### config.mk
export PLATFORM = sky130hd
export DESIGN_NAME = clk_speed_controller
export DESIGN_NICKNAME = d
export VERILOG_FILES = /design/src/rtl/clk_speed_controller.sv
export SDC_FILE = /design/constraint.sdc
export NUM_CORES = 1
export LEC_CHECK = 0
export ABC_AREA = 1
export CAP_MARGIN = 20
export CORE_UTILIZATION = 40
export DETAILED_ROUTE_END_ITERATION = 7
export GPL_TIMING_DRIVEN = 1
export PLACE_DENSITY = 0.6
export SYNTH_ARGS = -nofsm -noshare
export SYNTH_HDL_FRONTEND = slang
export SYNTH_SLANG_ARGS = --single-unit
### constraint.sdc
create_clock -name sys_clk -period 4.8 [get_ports sys_clk]
set_clock_uncertainty 0.15 [all_clocks]
set_input_delay 0.96 -clock sys_clk [delete_from_list [all_inputs] [get_ports sys_clk]]
set_output_delay 0.96 -clock sys_clk [all_outputs]
set_load 0.01 [all_outputs]
### src/rtl/clk_speed_controller.sv
// Button-driven tap selector for clk_divider with glitch-free re-emission of the divided clock.
// Optional macro DEBOUNCE_EN adds a stable-count filter on each synchronized button.
module clk_speed_controller #(
    parameter int unsigned SIZE            = 32,
    parameter int unsigned DEFAULT_SEL     = 24,
    parameter int unsigned MIN_SEL         = 0,
    parameter int unsigned MAX_SEL         = SIZE - 1,
    parameter int unsigned DEBOUNCE_CYCLES = 1000000
) (
    input  logic                     sys_clk,
    input  logic                     sys_rst_n,
    input  logic                     btn_up,
    input  logic                     btn_down,
    input  logic                     block_clk,
    output logic [$clog2(SIZE)-1:0]  speed_selector,
    output logic                     clk_out,
    output logic                     busy,
    output logic                     sel_changed
);

    localparam int unsigned SelW = $clog2(SIZE);
    localparam logic [SelW-1:0] MinSel = SelW'(MIN_SEL);
    localparam logic [SelW-1:0] MaxSel = SelW'(MAX_SEL);
    localparam logic [SelW-1:0] DefSel = SelW'(DEFAULT_SEL);

    if (DEBOUNCE_CYCLES == 0 || MAX_SEL >= SIZE || MIN_SEL > MAX_SEL ||
        DEFAULT_SEL < MIN_SEL || DEFAULT_SEL > MAX_SEL) begin : g_param_check
        $error("clk_speed_controller: inconsistent parameters");
    end

    typedef enum logic [1:0] {StIdle, StDrain, StSwitch, StSettle} state_e;

    // Bit 0 carries the up button, bit 1 the down button.
    logic [1:0] sync1_q, sync2_q, edge_prev_q, lvl, press_p;
    logic       up_p, down_p;

    always_ff @(posedge sys_clk or negedge sys_rst_n) begin
        if (!sys_rst_n) begin
            sync1_q     <= '0;
            sync2_q     <= '0;
            edge_prev_q <= '0;
        end else begin
            sync1_q     <= {btn_down, btn_up};
            sync2_q     <= sync1_q;
            edge_prev_q <= lvl;
        end
    end

`ifdef DEBOUNCE_EN
    localparam int unsigned CntW = $clog2(DEBOUNCE_CYCLES + 1);
    localparam logic [CntW-1:0] CntLast = CntW'(DEBOUNCE_CYCLES - 1);

    logic [CntW-1:0] db_cnt_q [2];
    logic [CntW-1:0] db_cnt_d [2];
    logic [1:0]      filt_q, filt_d;

    // Any cycle where the raw level agrees with the filtered one restarts the count.
    always_comb begin
        filt_d = filt_q;
        for (int i = 0; i < 2; i++) begin
            db_cnt_d[i] = '0;
            if (sync2_q[i] != filt_q[i]) begin
                if (db_cnt_q[i] == CntLast) begin
                    filt_d[i] = sync2_q[i];
                end else begin
                    db_cnt_d[i] = db_cnt_q[i] + CntW'(1);
                end
            end
        end
    end

    always_ff @(posedge sys_clk or negedge sys_rst_n) begin
        if (!sys_rst_n) begin
            filt_q      <= '0;
            db_cnt_q[0] <= '0;
            db_cnt_q[1] <= '0;
        end else begin
            filt_q      <= filt_d;
            db_cnt_q[0] <= db_cnt_d[0];
            db_cnt_q[1] <= db_cnt_d[1];
        end
    end

    assign lvl = filt_q;
`else
    assign lvl = sync2_q;
`endif

    assign press_p = lvl & ~edge_prev_q;
    assign up_p    = press_p[0];
    assign down_p  = press_p[1];

    state_e          state_q, state_d;
    logic [SelW-1:0] sel_q, sel_d;
    logic [SelW-1:0] target_q, target_d;
    logic [1:0]      settle_q, settle_d;
    logic            gate_en_q, gate_en_d;
    logic            blk_q;
    logic            clk_out_q, clk_out_d;
    logic            sel_changed_q, sel_changed_d;

    always_comb begin
        state_d       = state_q;
        sel_d         = sel_q;
        target_d      = target_q;
        settle_d      = settle_q;
        gate_en_d     = gate_en_q;
        sel_changed_d = 1'b0;
        clk_out_d     = blk_q & gate_en_q;

        unique case (state_q)
            StIdle: begin
                if (up_p && !down_p && sel_q < MaxSel) begin
                    target_d = sel_q + SelW'(1);
                    state_d  = StDrain;
                end else if (down_p && !up_p && sel_q > MinSel) begin
                    target_d = sel_q - SelW'(1);
                    state_d  = StDrain;
                end
            end
            // Close the gate only while the divided clock is low so no high is cut short.
            StDrain: begin
                if (!blk_q) begin
                    gate_en_d = 1'b0;
                    state_d   = StSwitch;
                end
            end
            StSwitch: begin
                sel_d    = target_q;
                settle_d = '0;
                state_d  = StSettle;
            end
            // Two cycles let blk_q pick up the new tap before reopening on a low phase.
            StSettle: begin
                if (settle_q != 2'd2) begin
                    settle_d = settle_q + 2'd1;
                end else if (!blk_q) begin
                    gate_en_d     = 1'b1;
                    sel_changed_d = 1'b1;
                    state_d       = StIdle;
                end
            end
            default: state_d = StIdle;
        endcase
    end

    always_ff @(posedge sys_clk or negedge sys_rst_n) begin
        if (!sys_rst_n) begin
            state_q       <= StIdle;
            sel_q         <= DefSel;
            target_q      <= DefSel;
            settle_q      <= '0;
            gate_en_q     <= 1'b1;
            blk_q         <= 1'b0;
            clk_out_q     <= 1'b0;
            sel_changed_q <= 1'b0;
        end else begin
            state_q       <= state_d;
            sel_q         <= sel_d;
            target_q      <= target_d;
            settle_q      <= settle_d;
            gate_en_q     <= gate_en_d;
            blk_q         <= block_clk;
            clk_out_q     <= clk_out_d;
            sel_changed_q <= sel_changed_d;
        end
    end

    assign speed_selector = sel_q;
    assign clk_out        = clk_out_q;
    assign busy           = (state_q != StIdle);
    assign sel_changed    = sel_changed_q;

endmodule

==> flow_metrics.env <==
export IMPL_status="complete, but fails checks"
export IMPL_failed_checks="design-rule violations"
export IMPL_final_antenna_net_count=0
export IMPL_setup_viol=0
export IMPL_die_w_um=57.23
export IMPL_wl_per_cell_um=11.05
export IMPL_start_kind="register"
export IMPL_seq_area_um2=606.8
export IMPL_synth_seq_cells=24
export IMPL_netlist_instances=136
export IMPL_multiInputGateArea_um2=514.2
export IMPL_synth_top_cell_by_area="dfrtp_1"
export IMPL_antenna_found_initial=0
export IMPL_grt_pass1_vias=847
export IMPL_path_cells="inv_1 > ha_1 > inv_1 > clkdlybuf4s50_1"
export IMPL_layout_nets=168
export IMPL_die_y_um=57.23
export IMPL_coreArea_mm2=0.002829
export IMPL_hold_buffers=0
export IMPL_yosysTopAreaCellShare_pct=38.97
export IMPL_synth_edf_count=0
export IMPL_rsz0062_at_grt="no"
export IMPL_route_detailed_drc=4
export IMPL_post_cts_resized_instances=0
export IMPL_drt_iter0_drc=37
export IMPL_clock_sinks=24
export IMPL_fmax_ghz=0.3485
export IMPL_period_share_pct=59.78
export IMPL_cts_root_buf="clkbuf_4"
export IMPL_via_per_inst=4.787
export IMPL_relSlewSlack_pct=70.79
export IMPL_rrSetupSlack_ps=2760
export IMPL_n_fill_cell=268
export IMPL_grt_ovfl_total=0
export IMPL_cpMostUsedCell="inv_1"
export IMPL_total_power_mw=0.8447
export IMPL_drive_above_1_share_pct=17.11
export IMPL_grt_max_degree=25
export IMPL_h_tree_depth=1
export IMPL_worst_hold_path_type="register to register"
export IMPL_vias=876
export IMPL_dieArea_mm2=0.003275
export IMPL_power_leakage_nw=0.7289
export IMPL_clk_pin_slew_ps=130
export IMPL_netlist_area_mm2=0.001220
export IMPL_crit_path_start="state_q[0]"
export IMPL_io_buffer_count=12
export IMPL_crit_path_max_fanout=4
export IMPL_yosys_top_cells_area="dfrtp_1, dfstp_2, ha_1"
export IMPL_numCtsBuffers=3
export IMPL_stdcell_area_mm2=0.001441
export IMPL_report_final_hold_viol_count=0
export IMPL_postPlaceCellArea_mm2=0.001374
export IMPL_maxSlewViolCount=0
export IMPL_hp_start="sync1_q[1]"
export IMPL_ys_seq_area_share_pct=49.74
export IMPL_start_util_pct=43.12
export IMPL_arrival_ps=1760
export IMPL_crit_type="register to output port"
export IMPL_gp_congestion=0.7324
export IMPL_clk_path_buf_depth=2
export IMPL_wl_um=2023
export IMPL_r2r_end="target_q[4]"
export IMPL_tightest_slew_ps=436.8
export IMPL_endpoint_kind="output port"
export IMPL_ir_drop_uv=267.0
export IMPL_pwr_density_cell_mw_per_mm2=586.0
export IMPL_area_growth_pct=18.15
export IMPL_cp_slowest_stage_delay_ps=550
export IMPL_worstHoldPathCells=0
export IMPL_async_flop_share_pct=100.0
export IMPL_yosys_warnings=0
export IMPL_rows=19
export IMPL_critPathRequiredTime_ps=3690
export IMPL_synth_ff_type="dfrtp_1"
export IMPL_io_pins=13
export IMPL_fin_setup_tns_ps=0
export IMPL_synth_cell_types=22
export IMPL_worstReg2RegStart="speed_selector[3]"
export IMPL_hold_end="lvl[1]"
export IMPL_grt_util_all_layers_pct=14.72
export IMPL_drt_pass1_iter_count=6
export IMPL_dp_hpwl_um=1582
export IMPL_synth_area_per_cell_um2=8.970
export IMPL_grt_pass1_wl_um=3657
export IMPL_cap_violations=0
export IMPL_cts_setup_buffers=0
export IMPL_critPathSlowestCell="clkdlybuf4s50_1"
export IMPL_syn_nets=151
export IMPL_min_period_ps=2870
export IMPL_num_antenna_cells=0
export IMPL_reg2reg_depth=11
export IMPL_cts_tree="built"
export IMPL_clkLatencyLatePin_ps=310
-- cells by family (layout without fill, tap and decap cells) --
logic type / Yosys count / after routing / share of synthesized area (%)
AO/OA/AOI/OAI: 17 / 17 / 7.487
XOR/XNOR: 2 / 2 / 1.436
adder cells (fa/ha/maj): 10 / 10 / 10.87
buffers and inverters: 26 / 42 / 8.102
flip-flops: 24 / 24 / 49.74
AND/OR/NAND/NOR: 57 / 57 / 22.36
-- sequential cells by signal, indices dropped and copies added (netlist names) --
register,flops
blk_q,1
clk_out,1
edge_prev_q,2
gate_en_q,1
lvl,2
sel_changed,1
settle_q,2
speed_selector,5
state_q,2
sync1_q,2
target_q,5
-- Yosys cell counts (3+ instances only) --
cell type,count
nor2_1,8
nand3_1,7
o21ai_0,11
nand2_2,5
dfrtp_1,19
inv_1,22
inv_2,3
dfstp_2,5
nor2_2,3
nand2_1,29
ha_1,9
o21ai_1,3
-- report_power, final --
group / internal, mW / total (mW) / leakage, nW / switching, mW
Sequential: 0.279 / 0.327 / 0.287 / 0.0486
Combinational: 0.162 / 0.374 / 0.414 / 0.213
Clock: 0.0843 / 0.143 / 0.0279 / 0.0586
Total: 0.525 / 0.845 / 0.729 / 0.320
-- stage by stage --
stage,hold slack (ps),setup WS (ps),utilization [%],std cells
floorplan,181.2,2869,-,136
global placement,182.5,2338,48.56,178
detailed placement,187.1,2292,48.56,178
CTS,218.3,1908,50.42,182
global route,236.2,1830,50.95,183
finish,213.4,1930,50.95,183
-- worst max-delay path: cells and delay by family (launching register included) --
| family | cells | cell delay [ps] |
|---|---|---|
| adder cells (fa/ha/maj) | 1 | 260 |
| buffers and inverters | 3 | 770 |
| flip-flops | 1 | 420 |
-- cell type report --
type,instances,share of cell area (%)
Sequential cell,24,42.10
Multi-Input combinational cell,86,35.68
Timing Repair Buffer,13,9.375
Inverter,25,6.510
Tap cell,31,2.691
Clock inverter,1,2.083
Clock buffer,3,1.563
-- per-layer routing --
layer / GRT usage [%] / vias to the layer above / wire, um
li1: - / 450 / -
met1: 18.87 / 412 / 960
met2: 25.04 / 12 / 985
met3: 2.041 / 2 / 56
met4: 6.272 / 0 / 21
met5: 0 / - / 0
-- how the worst max path moves through the flow --
stage               depth (start not counted)   end  slack, ps
finish                                      4  busy       1930
global route                                4  busy       1830
CTS                                         4  busy       1910
detailed placement                          4  busy       2290
global placement                            4  busy       2340
floorplan                                   3  busy       2870
-- layout by cell type (no fill, tap or decap), drive strengths merged, types with 2 or more instances in the layout --
cell,synthesis,layout
nand2,36,36
inv,25,25
dfrtp,19,19
o21ai,14,14
clkdlybuf4s50,0,12
nor2,12,12
ha,9,9
nand3,8,8
dfstp,5,5
clkbuf,0,3
xor2,2,2
a21oi,2,2
(Power assumes the default switching activity.)
==> edit 1, RTL diff (same flow settings) <==
`SIZE`: 32 -> 64.
--- a/src/rtl/clk_speed_controller.sv
+++ b/src/rtl/clk_speed_controller.sv
@@ -1,7 +1,7 @@
 // Button-driven tap selector for clk_divider with glitch-free re-emission of the divided clock.
 // Optional macro DEBOUNCE_EN adds a stable-count filter on each synchronized button.
 module clk_speed_controller #(
-    parameter int unsigned SIZE            = 32,
+    parameter int unsigned SIZE            = 64,
     parameter int unsigned DEFAULT_SEL     = 24,
     parameter int unsigned MIN_SEL         = 0,
     parameter int unsigned MAX_SEL         = SIZE - 1,
Interface: changed (resized speed_selector); port bits go from 13 to 14. No check against the original RTL was run, so the function may have changed too.
==> edit 1 against the unedited design <==
- setup slack improved by 0.037 ns
- final cell count is 13% higher
- sequential cell count rose by 2
- sequential share of layout area rose by 0.20 points
- total power is 11% higher
- cell area rose by 7.7%
- via count up 5.3%
- area after synthesis increased by 7.6%
- routed wire length grew 5.0%
- register-to-register slack got worse by 0.14 ns
- largest cell class unchanged
==> edit 1: results (changes against the unedited design) <==
stage,metric,value,unit,change
global_route,largest net degree at the start of global routing,17,,-32%
detailed_routing,metal3 WL,71,microns,+27%
clocking,"Setup Fix Bufs, Post-CTS",0,,unchanged
global_route,Global Route Usage Sum,14.1,%,-0.60 points
global_route,grt met2 use,22.8,%,-2.2 points
sta,Min Hold Slack,0.223,ns,+0.00930 ns
setup_path,critical path data arrival time,1.72,ns,-0.04 ns
power,Comb group,427,uW,+14%
place,Post-DP HPWL,1630,microns,+3.3%
cells_and_area,n_diodes,0,,unchanged
cells_and_area,fin cells,207,,+13%
sta,final period utilization,59.0,%,-0.77 points
synthesis,post-synthesis net count,161,,+6.6%
place,RD Place Congestion,0.803,,+9.6%
sta,pin slew with the least headroom to its limit,0.681,ns,+0.244 ns
detailed_routing,DR vias,922,,+5.3%
synthesis,count of cell types in the netlist,23,,+4.5%
global_route,first-pass GRT wire length,3620,microns,-1.1%
detailed_routing,WL met1,1090,microns,+13%
status,status,"finished, final reports clean",,
detailed_routing,Iteration-0 DRC Markers,40,,+8.1%
global_route,met3 Use GR,2.18,%,+0.14 points
detailed_routing,DR pass1 iterations,4,,-2
synthesis,"top cells by count, synth","nand2_1, inv_1, dfrtp_1",,
global_route,met1 Use GR,18.1,%,-0.82 points
cells_and_area,# nets final,179,,+6.5%
synthesis,register area share after synthesis,50.0,%,+0.30 points
global_route,number of global-route vias before repair,831,,-1.9%
synthesis,synth top area cells,"dfrtp_1, dfstp_2, nand2_1, ha_1, inv_1",,
place,Post-Place Setup Slack,2.32,ns,+0.0319 ns
setup_path,reg-to-reg critical path startpoint,speed_selector[4]$_DFFE_PN1P_,,
synthesis,Syn. warnings,0,,unchanged
power,Int Power,587,uW,+12%
power,switch share,37.6,%,-0.30 points
clocking,clock tree buffer depth,2,,unchanged
power,Reg power frac,38.7,%,about the same
place,port bufs,13,,+1
synthesis,Post-Synthesis Cells,146,,+7.4%
power,Pleak,0.000764,uW,+4.8%
cells_and_area,layout cells sized above 1,12.9,%,-4.2 points
detailed_routing,Met2 Routed Length,948,microns,-3.8%
detailed_routing,final WL,2130,microns,+5.0%
power,Peak VDD IR,0.193,mV,-28%
==> edit 1: logic make-up after synthesis <==
| group | after synthesis | share of synthesized area (%) |
|---|---|---|
| AND/OR/NAND/NOR | 63 | 22.3 |
| flip-flops | 26 | 50.0 |
| buffers and inverters | 24 | 6.96 |
| AO/OA/AOI/OAI | 18 | 6.86 |
| adder cells (fa/ha/maj) | 10 | 10.1 |
| XOR/XNOR | 3 | 2.00 |
| multiplexers | 2 | 1.72 |
==> edit 1: cell type report <==
cell class,count,area (sq um)
flip-flops and latches,26,657
inverters,23,86.3
fillers,291,1530
clock inverters,1,30.0
repair buffers,14,138
well taps,44,55.1
clock buffers,3,22.5
multi-input cells,96,564
==> edit 1: worst register-to-register path: stages (launching register included) <==
cell and delay [ns]:
dfstp_2 0.59, nand2_1 0.07, nor2_2 0.11, nand2_2 0.08, nand2_4 0.12, inv_1 0.07
fa_1 0.39, nand3b_1 0.17, nand2_1 0.08, xor2_1 0.15, nand2_1 0.06, o21ai_1 0.08
==> edit 2, RTL diff (same settings) <==
Without the edit above. Re-encode `state_e` (4 states) as one-hot, 4 bits wide.
--- a/src/rtl/clk_speed_controller.sv
+++ b/src/rtl/clk_speed_controller.sv
@@ -28,7 +28,7 @@
         $error("clk_speed_controller: inconsistent parameters");
     end
 
-    typedef enum logic [1:0] {StIdle, StDrain, StSwitch, StSettle} state_e;
+    typedef enum logic [3:0] {StIdle = 4'b0001, StDrain = 4'b0010, StSwitch = 4'b0100, StSettle = 4'b1000} state_e;
 
     // Bit 0 carries the up button, bit 1 the down button.
     logic [1:0] sync1_q, sync2_q, edge_prev_q, lvl, press_p;
Function: same outputs for any inputs over 10 cycles, from zero or initial values and one cycle with sys_rst_n low; not proved beyond that.
==> edit 2 against the unedited design <==
- setup slack better by 0.19 ns
- die area up 3.9%
- routed wire length up 2.7%
- combinational power down 8.8%
- global-route usage up 0.86 points
- non-clock buffer count unchanged
- count of clock-buffer cells in the layout unchanged
- cell area up 5.7%
- sequential cell count up 2
- area after synthesis up 4.0%
- total power up 0.95%
- critical path type unchanged
- largest power group is now registers
==> edit 2: results (changes against the unedited design) <==
stage,metric,value,unit,change
status,status,"finished, final reports clean",,
synthesis,Synth Area per Inst,10.1,sq um,+13%
synthesis,Compound-Gate Fraction of Synth Area,7.20,%,-0.29 points
synthesis,XOR/XNOR Fraction of Synth Area,1.38,%,-0.055 points
setup_path,max incr delay on CP,0.62,ns,+0.07 ns
global_route,Global Route Usage Sum,15.6,%,+0.86 points
place,Placed Cells,181,,+1.7%
global_route,number of global-route vias before repair,894,,+5.5%
sta,Min Hold Slack,0.219,ns,+0.00582 ns
cells_and_area,# nets final,153,,-8.9%
setup_path,Worst Reg-to-Reg Cells,12,,+1
setup_path,Worst path slowest cell,dfstp_2,,
place,Post-DP HPWL,1520,microns,-4.1%
detailed_routing,Met2 Routed Length,966,microns,-1.9%
global_route,met3 Use GR,4.84,%,+2.8 points
synthesis,"top cells by count, synth","nand2_1, dfrtp_1, inv_1",,
cells_and_area,Layout fillers,300,,+12%
clocking,worst skew pair latency,0.33,ns,+0.02 ns
sta,relative slew slack,68.9,%,-1.9 points
detailed_routing,metal3 WL,81,microns,+45%
detailed_routing,DR WL/cell,11.2,microns,+1.0%
synthesis,area share of fa/ha/maj cells after synthesis,5.52,%,-5.3 points
synthesis,count of cell types in the netlist,24,,+9.1%
detailed_routing,final WL,2080,microns,+2.7%
synthesis,synth top area cells,"dfrtp_1, dfstp_2, nand2_1, inv_1, ha_1",,
detailed_routing,Iteration-0 DRC Markers,10,,-73%
detailed_routing,via-per-instance ratio,4.48,,-6.3%
synthesis,post-synthesis net count,135,,-11%
synthesis,async set-reset flop share out of synthesis,100,%,unchanged
cells_and_area,area grow syn2layout,20.1,%,
global_route,first-pass GRT wire length,3840,microns,+4.9%
global_route,met1 Use GR,18.7,%,-0.22 points
setup_path,critical path data arrival time,1.57,ns,-0.19 ns
power,Pleak,0.000738,uW,+1.3%
place,RD Place Congestion,0.728,,-0.59%
synthesis,multiplexer area fraction after synthesis,3.55,%,+3.6 points
place,"Cell Area, Placed",1440,sq um,+5.1%
power,Peak VDD IR,0.236,mV,-12%
[edit 2: cell count changes in the layout (fill, tap and decap cells not counted), sizes merged, moves of 2 or more]
cell	unedited run	this run
xor2	2	0
nand3	8	10
inv	25	19
ha	9	4
nand2	36	32
o21ai	14	9
xnor2	0	2
a21oi	2	5
mux2	0	3
[edit 2: power by group through the flow]
stage	Clock (uW)	Combinational, uW	Sequential (uW)
2_1_floorplan	0	237	359
3_3_place_gp	0	331	364
3_5_place_dp	0	340	367
4_1_cts	153	342	362
5_1_grt	163	386	371
6_report	150	341	362
[edit 2: worst max-delay path by stage]
stage                                   from                 endpoint  slack [ns]
4_1_cts               state_q[0]$_DFFE_PN1P_                     busy        2.11
2_1_floorplan  speed_selector[3]$_DFFE_PN1P_  target_q[4]$_DFFE_PN1P_        2.92
3_3_place_gp                       sys_rst_n  target_q[2]$_DFFE_PN0P_        2.36
3_5_place_dp                       sys_rst_n  target_q[2]$_DFFE_PN0P_        2.28
5_1_grt               state_q[0]$_DFFE_PN1P_                     busy        2.06
6_report              state_q[0]$_DFFE_PN1P_                     busy        2.12
[edit 2: final cells by class]
cell class                      count  share of cell area, %
Clock buffer                        3                   1.48
Clock inverter                      1                   1.97
Inverter                           19                   4.68
Multi-Input combinational cell     80                   35.4
Sequential cell                    26                   43.2
Tap cell                           44                   3.61
Timing Repair Buffer               13                   9.69
[edit 2: logic make-up after synthesis]
group / count (synthesis)
and+or+nand+nor: 55
muxes: 3
adders and majority gates: 5
buffers and inverters: 19
DFF: 26
AOI/OAI and AO/OA: 15
xor gates and xnor gates: 2
[edit 2: worst max-delay path, delay by kind of cell, from the launching register on]
family | cells | cell delay (ns)
buf+inv | 1 | 0.50
flops | 1 | 0.62
simple gates | 1 | 0.11
